<file path="src/rtl/vga_timing_gen_if.sv">
// Raster timing bundle from vga_timing_gen to the colour stage and the sync pins.
// frame_count is present only when FRAME_COUNTER_EN is defined.
interface vga_timing_gen_if;
  logic       pix_en;
  logic [9:0] x_coords;
  logic [9:0] y_coords;
  logic       video_on;
  logic       hsync;
  logic       vsync;
  logic       line_start;
  logic       frame_start;
`ifdef FRAME_COUNTER_EN
  logic [15:0] frame_count;
`endif

  modport master (
    output pix_en, x_coords, y_coords, video_on, hsync, vsync, line_start, frame_start
`ifdef FRAME_COUNTER_EN
    , output frame_count
`endif
  );

  modport slave (
    input pix_en, x_coords, y_coords, video_on, hsync, vsync, line_start, frame_start
`ifdef FRAME_COUNTER_EN
    , input frame_count
`endif
  );
endinterface

</file>
<file path="src/rtl/vga_timing_gen.sv">
// VGA raster timing: pixel-rate divider, h/v counters and registered sync/blanking decode.
// Optional macro FRAME_COUNTER_EN adds a 16-bit wrapping frame counter output.
module vga_timing_gen #(
  parameter int H_ACTIVE = 640,
  parameter int H_FP     = 16,
  parameter int H_SYNC   = 96,
  parameter int H_BP     = 48,
  parameter int V_ACTIVE = 480,
  parameter int V_FP     = 10,
  parameter int V_SYNC   = 2,
  parameter int V_BP     = 33,
  parameter int PIX_DIV  = 2,
  parameter bit SYNC_POL = 1'b0
) (
  input  logic              clock,
  input  logic              resetn,
  vga_timing_gen_if.master  vga
);

  localparam int H_TOTAL = H_ACTIVE + H_FP + H_SYNC + H_BP;
  localparam int V_TOTAL = V_ACTIVE + V_FP + V_SYNC + V_BP;
  localparam int DIV_W   = (PIX_DIV > 1) ? $clog2(PIX_DIV) : 1;
  localparam logic [9:0]       X_LAST   = 10'(H_TOTAL - 1);
  localparam logic [9:0]       Y_LAST   = 10'(V_TOTAL - 1);
  localparam logic [DIV_W-1:0] DIV_LAST = DIV_W'(PIX_DIV - 1);

  generate
    if (H_TOTAL > 1024 || V_TOTAL > 1024 || PIX_DIV < 1) begin : g_bad_cfg
      $error("vga_timing_gen: H_TOTAL/V_TOTAL must be <= 1024 and PIX_DIV >= 1");
    end
  endgenerate

  function automatic logic h_sync_lvl(input logic [9:0] x);
    logic in_sync;
    in_sync = (int'(x) >= H_ACTIVE + H_FP) && (int'(x) < H_ACTIVE + H_FP + H_SYNC);
    return in_sync ? SYNC_POL : ~SYNC_POL;
  endfunction

  function automatic logic v_sync_lvl(input logic [9:0] y);
    logic in_sync;
    in_sync = (int'(y) >= V_ACTIVE + V_FP) && (int'(y) < V_ACTIVE + V_FP + V_SYNC);
    return in_sync ? SYNC_POL : ~SYNC_POL;
  endfunction

  function automatic logic active_area(input logic [9:0] x, input logic [9:0] y);
    return (int'(x) < H_ACTIVE) && (int'(y) < V_ACTIVE);
  endfunction

  logic [DIV_W-1:0] div_cnt;
  logic             tick;
  logic [9:0]       x_p1, y_p1;
  logic             vld_p1, video_on_p1, hsync_p1, vsync_p1, line_start_p1, frame_start_p1;
  logic [9:0]       x_p0, y_p0;
  logic             x_wrap_p0;
`ifdef FRAME_COUNTER_EN
  logic [15:0]      frame_count_p1;
`endif

  // Stage 0: next counter position, decoded before the register so outputs share its edge
  assign tick = (div_cnt == DIV_LAST);

  always_comb begin
    x_wrap_p0 = (x_p1 == X_LAST);
    x_p0      = x_wrap_p0 ? 10'd0 : x_p1 + 10'd1;
    y_p0      = y_p1;
    if (x_wrap_p0) begin
      y_p0 = (y_p1 == Y_LAST) ? 10'd0 : y_p1 + 10'd1;
    end
  end

  // Stage 1: counters and all outputs registered together
  always_ff @(posedge clock or negedge resetn) begin
    if (!resetn) begin
      div_cnt        <= '0;
      x_p1           <= X_LAST;
      y_p1           <= Y_LAST;
      vld_p1         <= 1'b0;
      video_on_p1    <= 1'b0;
      hsync_p1       <= ~SYNC_POL;
      vsync_p1       <= ~SYNC_POL;
      line_start_p1  <= 1'b0;
      frame_start_p1 <= 1'b0;
`ifdef FRAME_COUNTER_EN
      frame_count_p1 <= 16'd0;
`endif
    end else begin
      div_cnt <= tick ? '0 : div_cnt + 1'b1;
      if (tick) begin
        x_p1           <= x_p0;
        y_p1           <= y_p0;
        vld_p1         <= 1'b1;
        video_on_p1    <= active_area(x_p0, y_p0);
        hsync_p1       <= h_sync_lvl(x_p0);
        vsync_p1       <= v_sync_lvl(y_p0);
        line_start_p1  <= (x_p0 == 10'd0);
        frame_start_p1 <= (x_p0 == 10'd0) && (y_p0 == 10'd0);
`ifdef FRAME_COUNTER_EN
        if ((x_p0 == 10'd0) && (y_p0 == 10'd0)) begin
          frame_count_p1 <= frame_count_p1 + 16'd1;
        end
`endif
      end else begin
        vld_p1         <= 1'b0;
        line_start_p1  <= 1'b0;
        frame_start_p1 <= 1'b0;
      end
    end
  end

  assign vga.pix_en      = vld_p1;
  assign vga.x_coords    = x_p1;
  assign vga.y_coords    = y_p1;
  assign vga.video_on    = video_on_p1;
  assign vga.hsync       = hsync_p1;
  assign vga.vsync       = vsync_p1;
  assign vga.line_start  = line_start_p1;
  assign vga.frame_start = frame_start_p1;
`ifdef FRAME_COUNTER_EN
  assign vga.frame_count = frame_count_p1;
`endif

endmodule

</file>
<file path="src/flat_wrapper.sv">
// flat-port wrapper written by rule: the top's interface ports become plain ports
module vga_timing_gen_flat 
#(
  parameter int H_ACTIVE = 640,
  parameter int H_FP     = 16,
  parameter int H_SYNC   = 96,
  parameter int H_BP     = 48,
  parameter int V_ACTIVE = 480,
  parameter int V_FP     = 10,
  parameter int V_SYNC   = 2,
  parameter int V_BP     = 33,
  parameter int PIX_DIV  = 2,
  parameter bit SYNC_POL = 1'b0
)
  (clock, resetn, vga_pix_en, vga_x_coords, vga_y_coords, vga_video_on, vga_hsync, vga_vsync, vga_line_start, vga_frame_start);
  vga_timing_gen_if vga_i ();
  input  logic clock;
  input  logic resetn;
  output wire logic [$bits(vga_i.pix_en)-1:0] vga_pix_en;
  output wire logic [$bits(vga_i.x_coords)-1:0] vga_x_coords;
  output wire logic [$bits(vga_i.y_coords)-1:0] vga_y_coords;
  output wire logic [$bits(vga_i.video_on)-1:0] vga_video_on;
  output wire logic [$bits(vga_i.hsync)-1:0] vga_hsync;
  output wire logic [$bits(vga_i.vsync)-1:0] vga_vsync;
  output wire logic [$bits(vga_i.line_start)-1:0] vga_line_start;
  output wire logic [$bits(vga_i.frame_start)-1:0] vga_frame_start;
  assign vga_pix_en = vga_i.pix_en;
  assign vga_x_coords = vga_i.x_coords;
  assign vga_y_coords = vga_i.y_coords;
  assign vga_video_on = vga_i.video_on;
  assign vga_hsync = vga_i.hsync;
  assign vga_vsync = vga_i.vsync;
  assign vga_line_start = vga_i.line_start;
  assign vga_frame_start = vga_i.frame_start;
  vga_timing_gen #(.H_ACTIVE(H_ACTIVE), .H_FP(H_FP), .H_SYNC(H_SYNC), .H_BP(H_BP), .V_ACTIVE(V_ACTIVE), .V_FP(V_FP), .V_SYNC(V_SYNC), .V_BP(V_BP), .PIX_DIV(PIX_DIV), .SYNC_POL(SYNC_POL)) u_core (.clock(clock), .resetn(resetn), .vga(vga_i));
endmodule
</file>
<file path="config.mk">
export PLATFORM = sky130hd
export DESIGN_NAME = vga_timing_gen_flat
export DESIGN_NICKNAME = d
export VERILOG_FILES = /design/src/rtl/vga_timing_gen_if.sv /design/src/rtl/vga_timing_gen.sv /design/src/flat_wrapper.sv
export SDC_FILE = /design/constraint.sdc
export NUM_CORES = 1
export LEC_CHECK = 0
export CAP_MARGIN = 20
export CORE_ASPECT_RATIO = 1.25
export CORE_MARGIN = 2
export CORE_UTILIZATION = 57
export CTS_CLUSTER_DIAMETER = 50
export DETAILED_ROUTE_END_ITERATION = 8
export PLACE_DENSITY = 0.88
export SYNTH_ARGS = -nofsm -noshare
export SYNTH_HDL_FRONTEND = slang
export SYNTH_SLANG_ARGS = --single-unit
</file>
<file path="constraint.sdc">
create_clock -name clock -period 4.8 [get_ports clock]
set_input_delay 0.48 -clock clock [delete_from_list [all_inputs] [get_ports clock]]
set_output_delay 0.48 -clock clock [all_outputs]
set_load 0.005 [all_outputs]
</file>
# Word level (Yosys, flattened, before mapping)
# Cells that the tools add are included.
# word_totals
regBits,27
latch_bits,0
mem_bits_rw,0
romBits,0
inputBits,2
out_inout_bits,26
elab_cells,35
memories,0
# op_classes
n_addsub,3
mul,0
div,0
magnitude_cmp,6
n_eq_ne,2
n_shift,0
mux,9
n_bitwise,0
reduce_logical,6
# ops
cell,count
$mux 10,3
$add 10x1->10 const B,2
$eq 10x10->1 const B,2
$logic_not 10->1,2
$lt 10x10->1 const B,2
$lt 10x9->1 const B,2
$ge 10x10->1 const B,1
$ge 10x9->1 const B,1
$mux 1,6
$logic_and 1x1->1,4
$add 1x1->1 const B,1

# Depth between registers and ports, before layout
# logic_depth
word_depth,6
mapped_depth,9
ltp_nobuf,8

# Least setup slack after synthesis
# OpenSTA, ideal clock, no wires.
# synth_timing
path_kind,flip-flop to flip-flop
start,reg u_core.x_p1[0] (netlist: u_core.vga.x_coords[0])
end,reg u_core.frame_start_p1 (netlist: u_core.vga.frame_start)
setup_time_ns,0.120
t_arrival_ns,2.163
path_slack_ns,2.517
stages_incl_launch_ff,9
synth_period_minus_slack_ns,2.283
cell_sequence,dfstp_2 > ha_1 > and4_1 > buf_6 > nand3_2 > or4_1 > a22oi_2 > a21oi_1 > and4_1
# synth_between
elab_chain_cells,5
elab_cells_between_ends,8
classes_between,add/sub: 1; eq/ne: 1; mux: 3; reduce/logical: 3
# synth_lines
element,line,source
"start, declared",vga_timing_gen.sv:51,"logic [9:0] x_p1, y_p1;"
"start signal, assigned",vga_timing_gen.sv:89,x_p1 <= x_p0;
$add 10x1->10 / $eq 10x10->1 (equally long branches),"vga_timing_gen.sv:64, vga_timing_gen.sv:63",
$mux 10 (on tied branches),"vga_timing_gen.sv:64, vga_timing_gen.sv:66",
$logic_not 10->1,vga_timing_gen.sv:96,frame_start_p1 <= (x_p0 == 10'd0) && (y_p0 == 10'd0);
$logic_and 1x1->1 (*),vga_timing_gen.sv:96,
$mux 1 (*),vga_timing_gen.sv:88,if (tick) begin
"end signal, assigned",vga_timing_gen.sv:96,
"end, declared",vga_timing_gen.sv:52,"logic vld_p1, video_on_p1, hsync_p1, vsync_p1, line_start_p1, frame_start_p1;"
# Every way passes the cells marked *; elsewhere a longest branch is shown, timed or not.
# A chain may end at the register's enable or synchronous reset.

# Worst setup path after layout
# Same ends and word-level chain as after synthesis.

==> flow_summary.ini <==
[route]
dr.first_iter.drc_count = 45
wirelength_mm = 4.113
drtAntennaViolNets = 0
m1WireLength_mm = 1.731
dr.pass1.iters = 4
vias = 1521
wire_per_inst_um = 17.00
wl_met3_um = 163
drc_errors = 0
route.top_layer_used = met4
via_per_inst = 6.285
wl_met2_mm = 2.151

[placement]
gp_congestion = 0.9336
io_buffers = 27
place_worst_setup_slack_ns = 2.132
dp_hpwl_mm = 3.034

[synth]
synth-edff-count = 0
synth_area_per_cell_sq_um = 9.525
syn_inst = 186
ys_seq_area_share_pct = 38.98
synth-seq-cells = 27
ys_warn_count = 0
synth_top_area_share_pct = 21.19
synth.largest_area_cell = dfrtp_1
synth_flop_cell = dfrtp_1
synth_top_cells_by_area = dfrtp_1 21%, dfstp_2 18%, xnor2_1 5.9%
ys_async_sr_fraction_pct = 100.0
syn_area_sq_mm = 0.001772
yosysUniqueCellTypes = 51
syn_nets = 192

[finish]
layout.nets = 213
area_growth_pct = 14.90
antenna-diode-count = 0
layout_common_cells = 27 x clkdlybuf4s50_1, 15 x nand2_1, 15 x nand3_1, 15 x dfrtp_1, 13 x nor2_1
final.fill_count = 218
drive_above_1_share_pct = 16.02
final_common_cell = clkdlybuf4s50_1

[power_and_ir_drop]
clkPwrFrac_pct = 30.9
power.switching_uw = 75.23
swShare_pct = 22.22
p_per_area_mw_per_mm2 = 166.3
p_comb_share_pct = 1.7
p_leak_uw = 0.0007657
worst_ir_drop_vdd_mv = 0.1924
totalPowerFinal_uw = 338.6
seqPwrFrac_pct = 67.4
p_int_uw = 263.4

[worst_setup_path]
crit_type = reg -> reg
cp_max_fo = 14
cp-end-kind = flip-flop
required_ns = 5.04
cp-start-kind = flip-flop
crit_arrival_ns = 2.99
ff2ff_setup_slack_ns = 2.05

[clock_network]
clkTransAtPathRegs_ns = 0.16
cts_sinks = 27
clock_latency_ns = 0.33
cts.htree.levels = 1
holdBufCountCts = 0
cts_buffers = 3
clockRootBuffer = clkbuf_4
cts_resized = 0
postCtsSetupRepairBufs = 0
clk_path_buf_depth = 2
cts_tree = built

[floorplanning]
core.rowCount = 22
die_area_sq_mm = 0.003573
core_area_sq_mm = 0.002945
die_w_um = 53.87
die_h_um = 66.33
io_pins = 28
initial_core_util_pct = 60.15

[grt]
grt_pass1_wl_mm = 6.900
antenna_found_initial = 0
grt.overflow.total = 0
grt_pass1_vias = 1462
track_usage_pct = 26.29
grt_max_degree = 28

[hold_path]
hold_path_class = in -> async

[timing]
tns_ns = 0
fin_worst_skew_ns = 0.008280
finalMaxSlewViolations = 0
worstMarginPinSlew_ns = 0.6553
setup_ws_ns = 2.051
fin_crit_ns = 2.749
fin_crit_sh_pct = 57.27
rsz0062_at_grt = false
relSlewSlack_pct = 56.31
finalSetupViolCount = 0
fmax_ghz = 0.3638
hold_violations = 0

[run]
maxCapViolCount = 0

[run_status]
status = complete, no violations
[layer usage]
layer | vias up | global-route usage, %
met3 | 6 | 2.262
met5 | - | 0
li1 | 720 | -
met1 | 743 | 33.67
met2 | 52 | 45.27
met4 | 0 | 8.654
[synthesized netlist by cell type, types with 4 or more instances]
cell      instances
nand4_1           7
ha_1              4
o31ai_1           4
clkbuf_1          4
buf_6             5
inv_1             6
dfstp_2          12
nor2_1           13
a21oi_1           6
o21ai_0          11
dfrtp_1          15
a31oi_1           4
nand3_1          15
nor3_1            5
and4_1            5
nand2_1          15
xnor2_1          12
[flip-flops by register name, indices dropped and copies added, names as in the netlist]
name and flops:
u_core.vga.y_coords 10, u_core.vga.line_start 1, u_core.div_cnt 1, u_core.vga.x_coords 10, u_core.vga.hsync 1, u_core.vga.video_on 1, u_core.vga.vsync 1, u_core.vga.frame_start 1
u_core.vga.pix_en 1
[worst paths after layout]
path	start	end	cells past startpoint
setup / recovery	u_core.vga.x_coords[0]	u_core.vga.frame_start	7
hold / removal	resetn	u_core.vga.line_start	2
setup reg to reg	u_core.vga.x_coords[0]	u_core.vga.frame_start	7
hold reg to reg	u_core.vga.hsync	u_core.vga.hsync	2
max in group asynchronous	resetn	u_core.vga.x_coords[9]	2
min in group clock	u_core.vga.hsync	u_core.vga.hsync	2
[worst max-delay path: stages, from the launching register on]
cell	delay (ns)
dfstp_2	0.62
ha_1	0.29
and4_1	0.39
nand3_2	0.30
or4_1	0.59
a22oi_2	0.21
a21oi_1	0.09
and4_1	0.16
[logic make-up after synthesis]
group / synth area share (%)
buf+inv: 6.567
mux: 2.401
fa+ha+maj: 2.825
compound gates: 15.11
xor+xnor: 7.415
flops: 38.98
simple gates: 26.70
[power by group through the flow]
stage               clock, uW  sequential [uW]  combinational, uW
floorplan                   0              232           0.000364
global placement            0              232               5.64
detailed placement          0              232               5.93
CTS                       110              228               5.92
global route              121              228               6.68
finish                    105              228               5.64
[area by class of cell]
cell class                 instances  area [sq um]  area share [%]
sequential                        27         690.7           33.93
inverter                           7         26.28           1.291
clock buffer                       3         22.52           1.106
clock inverter                     1         8.758          0.4302
timing repair buffer              28         277.8           13.64
tap                               36         45.04           2.213
multi-input combinational        140         964.7           47.39
[per-stage QoR]
| step | instances | util, % | cell area, sq um | hold WS [ns] |
|---|---|---|---|---|
| after global routing | 242 | 69.12 | 2036 | 0.5210 |
| final | 242 | 69.12 | 2036 | 0.4968 |
| after global placement | 238 | 68.05 | 2004 | 0.4677 |
| after CTS | 242 | 69.12 | 2036 | 0.4960 |
| after floorplan | 186 | - | 1772 | 0.1844 |
| after detailed placement | 238 | 68.05 | 2004 | 0.4920 |
No activity file was read; power rests on OpenSTA's default activity.
